## src/rtl/raycast_pkg.sv

```systemverilog
// Shared raycaster definitions: screen geometry defaults, RGB565 pixel type,
// column sequencer states and the textured map-code range.
package raycast_pkg;

    localparam int SCREEN_WIDTH_DEF  = 320;
    localparam int SCREEN_HEIGHT_DEF = 180;

    localparam logic [3:0] TEX_CODE_MIN = 4'd3;
    localparam logic [3:0] TEX_CODE_MAX = 4'd5;

    typedef struct packed {
        logic [4:0] r;
        logic [5:0] g;
        logic [4:0] b;
    } rgb565_t;

    typedef enum logic [2:0] {
        ST_IDLE,
        ST_ROW,
        ST_REQ,
        ST_WAIT,
        ST_DONE
    } state_t;

    function automatic logic is_textured(input logic [3:0] code);
        return (code >= TEX_CODE_MIN) && (code <= TEX_CODE_MAX);
    endfunction

    // Signed ray row limit clamped onto the visible screen rows.
    function automatic logic [7:0] clamp_row(input logic signed [9:0] v, input int height);
        if (v < 10'sd0) begin
            return 8'd0;
        end
        if (int'(v) > height - 1) begin
            return 8'(height - 1);
        end
        return v[7:0];
    endfunction

endpackage

```

## src/rtl/rgb565_shade.sv

```systemverilog
// Halves each RGB565 colour field; used to darken walls hit on the shaded side.
module rgb565_shade
    import raycast_pkg::*;
(
    input  rgb565_t pixel,
    output rgb565_t shaded
);

    always_comb begin
        shaded   = pixel;
        shaded.r = pixel.r >> 1;
        shaded.g = pixel.g >> 1;
        shaded.b = pixel.b >> 1;
    end

endmodule

```

## src/rtl/tex_column_seq.sv

```systemverilog
// Column sequencer: walks one screen column top to bottom, emitting ceiling,
// wall (flat or texture-fetched) and floor pixels. Define SIDE_SHADE_EN to darken side-hit walls.
module tex_column_seq
    import raycast_pkg::*;
#(
    parameter int          SCREEN_WIDTH  = SCREEN_WIDTH_DEF,
    parameter int          SCREEN_HEIGHT = SCREEN_HEIGHT_DEF,
    parameter logic [15:0] CEIL_COLOR    = 16'h39E7,
    parameter logic [15:0] FLOOR_COLOR   = 16'h7BEF,
    parameter logic [15:0] FLAT_COLOR    = 16'hF800
) (
    input  logic        pixel_clk_in,
    input  logic        rst_in,
    input  logic        dda_valid_in,
    output logic        dda_ready_out,
    input  logic [8:0]  hcount_ray_in,
    input  logic [7:0]  lineheight_in,
    input  logic [9:0]  drawstart_in,
    input  logic [9:0]  drawend_in,
    input  logic [15:0] wallX_in,
    input  logic [3:0]  texture_in,
    input  logic        side_in,
    output logic        tex_req_out,
    output logic [15:0] wallX_out,
    output logic [7:0]  lineheight_out,
    output logic [9:0]  drawstart_out,
    output logic [3:0]  texture_out,
    output logic [7:0]  vcount_ray_out,
    input  logic [15:0] tex_pixel_in,
    input  logic        tex_valid_in,
    output logic        fb_we_out,
    output logic [15:0] fb_addr_out,
    output logic [15:0] fb_data_out,
    output logic        column_done_out
);

`ifdef SIDE_SHADE_EN
    localparam bit SHADE_EN = 1'b1;
`else
    localparam bit SHADE_EN = 1'b0;
`endif

    state_t      state;
    logic [8:0]  column;
    logic [7:0]  ds_clamp;
    logic [7:0]  de_clamp;
    logic        wall_en;
    logic        side;
    logic [15:0] row_base;

    logic        in_wall;
    logic        textured;
    logic        last_row;
    logic [15:0] bg_color;
    logic [15:0] pixel_addr;
    rgb565_t     shade_src;
    rgb565_t     shade_out;
    logic [15:0] wall_color;
    logic [7:0]  ds_next;
    logic [7:0]  de_next;

    assign ds_next    = clamp_row($signed(drawstart_in), SCREEN_HEIGHT);
    assign de_next    = clamp_row($signed(drawend_in), SCREEN_HEIGHT);
    assign in_wall    = wall_en && (vcount_ray_out >= ds_clamp) && (vcount_ray_out <= de_clamp);
    assign textured   = is_textured(texture_out);
    assign last_row   = (vcount_ray_out == 8'(SCREEN_HEIGHT - 1));
    assign pixel_addr = row_base + 16'(column);

    // A column without wall rows splits the screen evenly between ceiling and floor.
    always_comb begin
        bg_color = FLOOR_COLOR;
        if (wall_en) begin
            if (vcount_ray_out < ds_clamp) begin
                bg_color = CEIL_COLOR;
            end
        end else if (vcount_ray_out < 8'(SCREEN_HEIGHT / 2)) begin
            bg_color = CEIL_COLOR;
        end
    end

    assign shade_src = (state == ST_WAIT) ? tex_pixel_in : FLAT_COLOR;

    rgb565_shade u_shade (
        .pixel  (shade_src),
        .shaded (shade_out)
    );

    assign wall_color = (SHADE_EN && side) ? shade_out : shade_src;

    always_ff @(posedge pixel_clk_in or posedge rst_in) begin
        if (rst_in) begin
            state           <= ST_IDLE;
            dda_ready_out   <= 1'b1;
            tex_req_out     <= 1'b0;
            fb_we_out       <= 1'b0;
            fb_addr_out     <= '0;
            fb_data_out     <= '0;
            column_done_out <= 1'b0;
            wallX_out       <= '0;
            lineheight_out  <= '0;
            drawstart_out   <= '0;
            texture_out     <= '0;
            vcount_ray_out  <= '0;
            column          <= '0;
            ds_clamp        <= '0;
            de_clamp        <= '0;
            wall_en         <= 1'b0;
            side            <= 1'b0;
            row_base        <= '0;
        end else begin
            tex_req_out     <= 1'b0;
            fb_we_out       <= 1'b0;
            column_done_out <= 1'b0;
            case (state)
                ST_IDLE: begin
                    if (dda_valid_in) begin
                        column         <= hcount_ray_in;
                        lineheight_out <= lineheight_in;
                        drawstart_out  <= drawstart_in;
                        wallX_out      <= wallX_in;
                        texture_out    <= texture_in;
                        side           <= side_in;
                        ds_clamp       <= ds_next;
                        de_clamp       <= de_next;
                        wall_en        <= (texture_in != 4'd0) && (de_next >= ds_next);
                        vcount_ray_out <= '0;
                        row_base       <= '0;
                        dda_ready_out  <= 1'b0;
                        state          <= ST_ROW;
                    end
                end
                ST_ROW: begin
                    if (in_wall && textured) begin
                        tex_req_out <= 1'b1;
                        state       <= ST_REQ;
                    end else begin
                        fb_we_out   <= 1'b1;
                        fb_addr_out <= pixel_addr;
                        fb_data_out <= in_wall ? wall_color : bg_color;
                        if (last_row) begin
                            state <= ST_DONE;
                        end else begin
                            vcount_ray_out <= vcount_ray_out + 8'd1;
                            row_base       <= row_base + 16'(SCREEN_WIDTH);
                        end
                    end
                end
                ST_REQ: begin
                    state <= ST_WAIT;
                end
                ST_WAIT: begin
                    if (tex_valid_in) begin
                        fb_we_out   <= 1'b1;
                        fb_addr_out <= pixel_addr;
                        fb_data_out <= wall_color;
                        if (last_row) begin
                            state <= ST_DONE;
                        end else begin
                            vcount_ray_out <= vcount_ray_out + 8'd1;
                            row_base       <= row_base + 16'(SCREEN_WIDTH);
                            state          <= ST_ROW;
                        end
                    end
                end
                ST_DONE: begin
                    column_done_out <= 1'b1;
                    dda_ready_out   <= 1'b1;
                    state           <= ST_IDLE;
                end
                default: begin
                    state <= ST_IDLE;
                end
            endcase
        end
    end

endmodule

```

## config.mk

```make
export PLATFORM = sky130hd
export DESIGN_NAME = tex_column_seq
export DESIGN_NICKNAME = d
export VERILOG_FILES = /design/src/rtl/raycast_pkg.sv /design/src/rtl/rgb565_shade.sv /design/src/rtl/tex_column_seq.sv
export SDC_FILE = /design/constraint.sdc
export NUM_CORES = 1
export LEC_CHECK = 0
export BUFFER_PORTS_ARGS = -buffer_cell sky130_fd_sc_hd__buf_2
export CORE_MARGIN = 4
export CORE_UTILIZATION = 35
export CTS_BUF_LIST = sky130_fd_sc_hd__clkbuf_4
export CTS_CLUSTER_DIAMETER = 30
export DETAILED_ROUTE_END_ITERATION = 7
export GPL_TIMING_DRIVEN = 0
export PLACE_DENSITY = 0.67
export SLEW_MARGIN = 5
export SYNTH_ARGS = -nofsm -noshare
export SYNTH_HDL_FRONTEND = slang
export SYNTH_SLANG_ARGS = --single-unit
```

## constraint.sdc

```tcl
create_clock -name pixel_clk_in -period 4.45 [get_ports pixel_clk_in]
set_input_delay 0.445 -clock pixel_clk_in [delete_from_list [all_inputs] [get_ports pixel_clk_in]]
set_output_delay 0.445 -clock pixel_clk_in [all_outputs]
set_load 0.01 [all_outputs]
```

==> flow_results.org <==
** Power and ir drop
- Standby leakage power :: 3.87 nW
- Power spread over the standard cell area amounts to 642 nW/um2.
- Internal Dissipation :: 0.00296 W
- VDD sags by at most 0.273 mV.
- Portion of total power attributed to the clock network :: 20.8%
- In this run, the combinational gates consume 42.9% of the power.
- Part of the power in registers :: 36.3%
- Switching power as a share of total power :: 39.1%
- Net switching power :: 0.00190 W

** Layout
- Net count reported at finish :: 928
- Filler Cell Count :: 1,686
- From synthesis to final layout, the design area changed by 24.4%.
- Fraction of the core area covered by cells at the end of the flow :: 45.1%
- Design Area, Final :: 7580 um2
- Share of layout cells above drive strength 1 :: 28.4%
- Antenna cells :: 0
- Across the whole layout, storage elements account for 3030 um2.
- Combined area of the multi-input logic cells :: 2790 um2

** Critical path
- Max FO, Critical Path :: 10
- Critical Path RT :: 4.87 ns
- By startpoint and endpoint, the worst setup path is classified as register to register.
- Critical path arrival :: 3.16 ns
- Critical path startpoint category :: register
- Crit. End Element :: register

** STA
- Unrepaired setup endpoints after global routing :: no
- Setup violations remaining at the end of the flow were counted as 0.
- Clock Skew :: 0.0173 ns
- In this run the tightest slew margin relative to its limit is 42.3%.
- Timing would allow up to 365 MHz.
- Slew at the pin closest to its max-slew limit :: 0.863 ns
- The worst path needs 2.74 ns of the cycle, external delays included.
- Pins over their slew limit :: 0
- Final setup slack of the worst path :: 1.71 ns
- The final critical path takes up 61.6% of the cycle.
- Final hold violations :: 0

** Place
- In this run the tool buffered the top-level ports with 158 buffer cells.
- The placed instances occupy a cell area of 7190 um2.
- Once detailed placement completed, the half-perimeter wirelength came to 12.1 mm.
- Post-Place Worst Slack :: 1.70 ns
- Routability-driven placement finished with a final weighted congestion of 0.808.

** Logic synthesis
- Number of library cell types mapped by synthesis :: 56
- Of all cell types, the one taking the most synthesized area is dfrtp_1.
- Summing the areas of all fa, ha and maj instances in the mapped netlist gives 5.95% of the synthesized area.
- After synthesis, the largest family of logic cells by area is simple AND/OR/NAND/NOR gates.
- For this run, asynchronously set or reset flops after synthesis account for 100%.
- Post-synthesis compound-gate area fraction :: 13.4%
- After synthesis, flip-flops and latches occupy 49.7% of the total area.
- The cell area that synthesis handed to floorplanning was 6090 um2.
- Average size of a mapped cell :: 9.49 um2
- The synthesized netlist devotes 18.5% of its cell area to simple gates.
- Count of flip-flops with a built-in enable after synthesis :: 0
- Most common cell in the netlist :: nand2_1
- In the post-synthesis netlist, the biggest area contributors are dfrtp_1 49%, nand2_1 11%, ha_1 6.0%.
- Counting flops and latches in the post-synthesis netlist gives 121.
- Post-synthesis cell count :: 642
- By count the netlist is led by 180 x nand2_1, 120 x dfrtp_1, 34 x inv_1, 34 x nor2_1, 29 x ha_1.
- Multiplexer cells account for 6.55% of the synthesized area.
- The Yosys step of the flow raised 0 warnings.
- For this run, the leading register cell type out of synthesis is dfrtp_1.
- Synthesis produced a netlist with a net count of 749.
- The synthesized design devotes to its leading area cell type 49.3% of total area.
- Of the total synthesized cell area, the portion taken by XOR and XNOR cells is 1.29%.

** CTS
- TritonCTS built the clock tree.
- The H-tree was split into 4 levels.
- Number of gates resized after cts :: 0
- The clock passes through at most 2 buffers.
- Buffers inserted during clock tree synthesis total 17.
- The tree is rooted in a clkbuf_4.
- After clock tree synthesis, the clock-pin slew on the worst setup and hold paths is 0.12 ns.
- Total number of clock tree sinks :: 121
- The later pin in the worst-skew pair is clocked with a latency of 0.54 ns.

** Global routing
- Global-route usage over all layers :: 16.8%
- Number of antenna violations at the first check in global routing :: 0
- Number of global-route vias before repair :: 5,223
- The first global-routing pass estimated 26.7 mm of wire.
- For this run the aggregate overflow at the end of global routing stands at 0.
- Entering global routing, the biggest net connects 68 pins.

** Routing
- Wire segments on met2 add up to 7.32 mm in the final route.
- The detailed router used layers up to and including met4.
- Detailed-routing wirelength on met1 :: 7.21 mm
- After detailed routing, the number of remaining DRC violations is 0.
- Summed over all layers, the routed wires come to 16.2 mm.
- Before antenna repair, the detailed router went through 5 iterations.
- Summing over every cut layer, the via total after detailed routing is 5,162.
- In the detailed route, the total length drawn on met3 is 1.38 mm.
- Wire length per cell :: 15.4 um
- Initial DRC Count :: 263
- The detail route stage leaves a number of antenna-violating nets equal to 0.
- After detailed routing, the number of vias per cell comes to 4.90.

** Die
- Area of the die :: 19,600 um2
- In this run the vertical extent of the chip is 140 um.
- Effective utilization at floorplan :: 36.2%
- Floorplan core area :: 16,800 um2
- Top Ports :: 160
- The die is 140 um wide.
- Standard-cell rows :: 47

** Status
- Status :: finished clean

** Flow run
- Count of max-cap constraint violations :: 0

** Hold path
- The worst hold path belongs to the class primary input to register.
worst max-delay path, cell delays in order (launching register included):
cell,delay (ns)
dfrtp_1,0.52
ha_1,0.36
a21oi_1,0.16
o21a_1,0.16
o21ai_0,0.13
o2111a_1,0.27
buf_6,0.14
a31oi_4,0.32
buf_6,0.22
mux2_2,0.34
worst paths after layout:
check	start	endpoint	slack, ns	cells past startpoint
worst min-delay path	lineheight_in[1]	lineheight_out[1]$_DFFE_PP0P_	0.07	3
worst max-delay path	vcount_ray_out[5]$_DFFE_PP0P_	fb_addr_out[15]$_DFFE_PP0P_	1.71	9
max in group asynchronous	rst_in	dda_ready_out$_DFFE_PP1P_	3.15	4
worst max register to register	vcount_ray_out[5]$_DFFE_PP0P_	fb_addr_out[15]$_DFFE_PP0P_	1.71	9
worst min register to register	wallX_out[11]$_DFFE_PP0P_	wallX_out[11]$_DFFE_PP0P_	0.48	2
min in group asynchronous	rst_in	drawstart_out[5]$_DFFE_PP0P_	0.55	3
power by group through the flow:
stage                     sequential, W  clock (W)  combinational (W)
after CTS                       0.00177    0.00104            0.00211
after global routing            0.00182    0.00108            0.00235
after detailed placement        0.00178          0            0.00211
final                           0.00177    0.00101            0.00209
after floorplan                 0.00186          0            0.00132
after global placement          0.00178          0            0.00206
flip-flops by register name, indices dropped and copies added, names as in the netlist, 3 cells and up:
register and cells:
column 9, de_clamp 8, drawstart_out 10, ds_clamp 8, fb_addr_out 16, fb_data_out 16, lineheight_out 8, row_base 10
state 3, texture_out 4, vcount_ray_out 8, wallX_out 16
cells by family after synthesis:
kind of cell | Yosys count
adders and majority gates | 29
muxes | 36
DFF | 121
buffers and inverters | 64
AOI/OAI and AO/OA | 116
and+or+nand+nor | 267
xor gates and xnor gates | 9
cell usage in the layout, fill, tap and decap left out, types with 3 or more instances in the layout:
cell type / Yosys / routed
o21ai_0: 22 / 22
nand4_1: 6 / 6
clkinv_4: 0 / 3
o31ai_1: 3 / 3
and3_1: 8 / 8
inv_6: 0 / 3
ha_1: 29 / 29
a311oi_1: 8 / 8
o211a_1: 4 / 4
and2_1: 3 / 3
o22ai_1: 9 / 9
buf_2: 5 / 163
o21a_1: 4 / 4
nor2b_1: 3 / 3
buf_6: 4 / 4
dfrtp_1: 120 / 120
o211ai_1: 3 / 3
a31oi_1: 3 / 3
nand3_1: 8 / 8
bufinv_16: 0 / 6
o311ai_0: 3 / 3
inv_1: 34 / 33
nor3_1: 6 / 6
mux2_1: 3 / 3
xnor2_1: 7 / 7
mux2i_1: 5 / 5
a21oi_1: 23 / 23
clkbuf_1: 20 / 20
or4_1: 4 / 4
nand2_1: 180 / 180
o21bai_1: 6 / 6
a32o_1: 3 / 3
nand2b_1: 8 / 8
nor2_1: 34 / 34
mux2_2: 28 / 28
clkbuf_4: 0 / 17
a21o_1: 6 / 6
what timing repair did:
item	CTS	global route
hold endpoints to repair	66	0
hold buffers	1	0
buffers inserted	0	0
layout make-up:
type                            count  area share, %
Sequential cell                   121           40.0
Clock inverter                     15           3.27
Inverter                           34           1.75
Buffer                             30           1.96
Tap cell                          220           3.63
Timing Repair Buffer              160           10.9
Multi-Input combinational cell    457           36.8
Clock buffer                       17           1.68
per-stage QoR:
| step | power [W] | hold WS (ns) | instances | setup TNS, ns |
|---|---|---|---|---|
| final | 0.00486 | 0.0742 | 1054 | 0 |
| after global routing | 0.00525 | 0.0192 | 1054 | 0 |
| after CTS | 0.00493 | 0.00625 | 1054 | 0 |
| after detailed placement | 0.00390 | 0.457 | 1021 | 0 |
| after global placement | 0.00384 | 0.453 | 1020 | -87.17 |
| after floorplan | 0.00318 | 0.440 | 642 | 0 |
routing by layer:
| layer | global-route usage, % | up-vias |
|---|---|---|
| li1 | - | 2563 |
| met3 | 5.69 | 22 |
| met4 | 5.66 | 0 |
| met2 | 26.8 | 200 |
| met5 | 0 | - |
| met1 | 21.6 | 2377 |
Note: power is estimated with default switching activity, not from simulation.
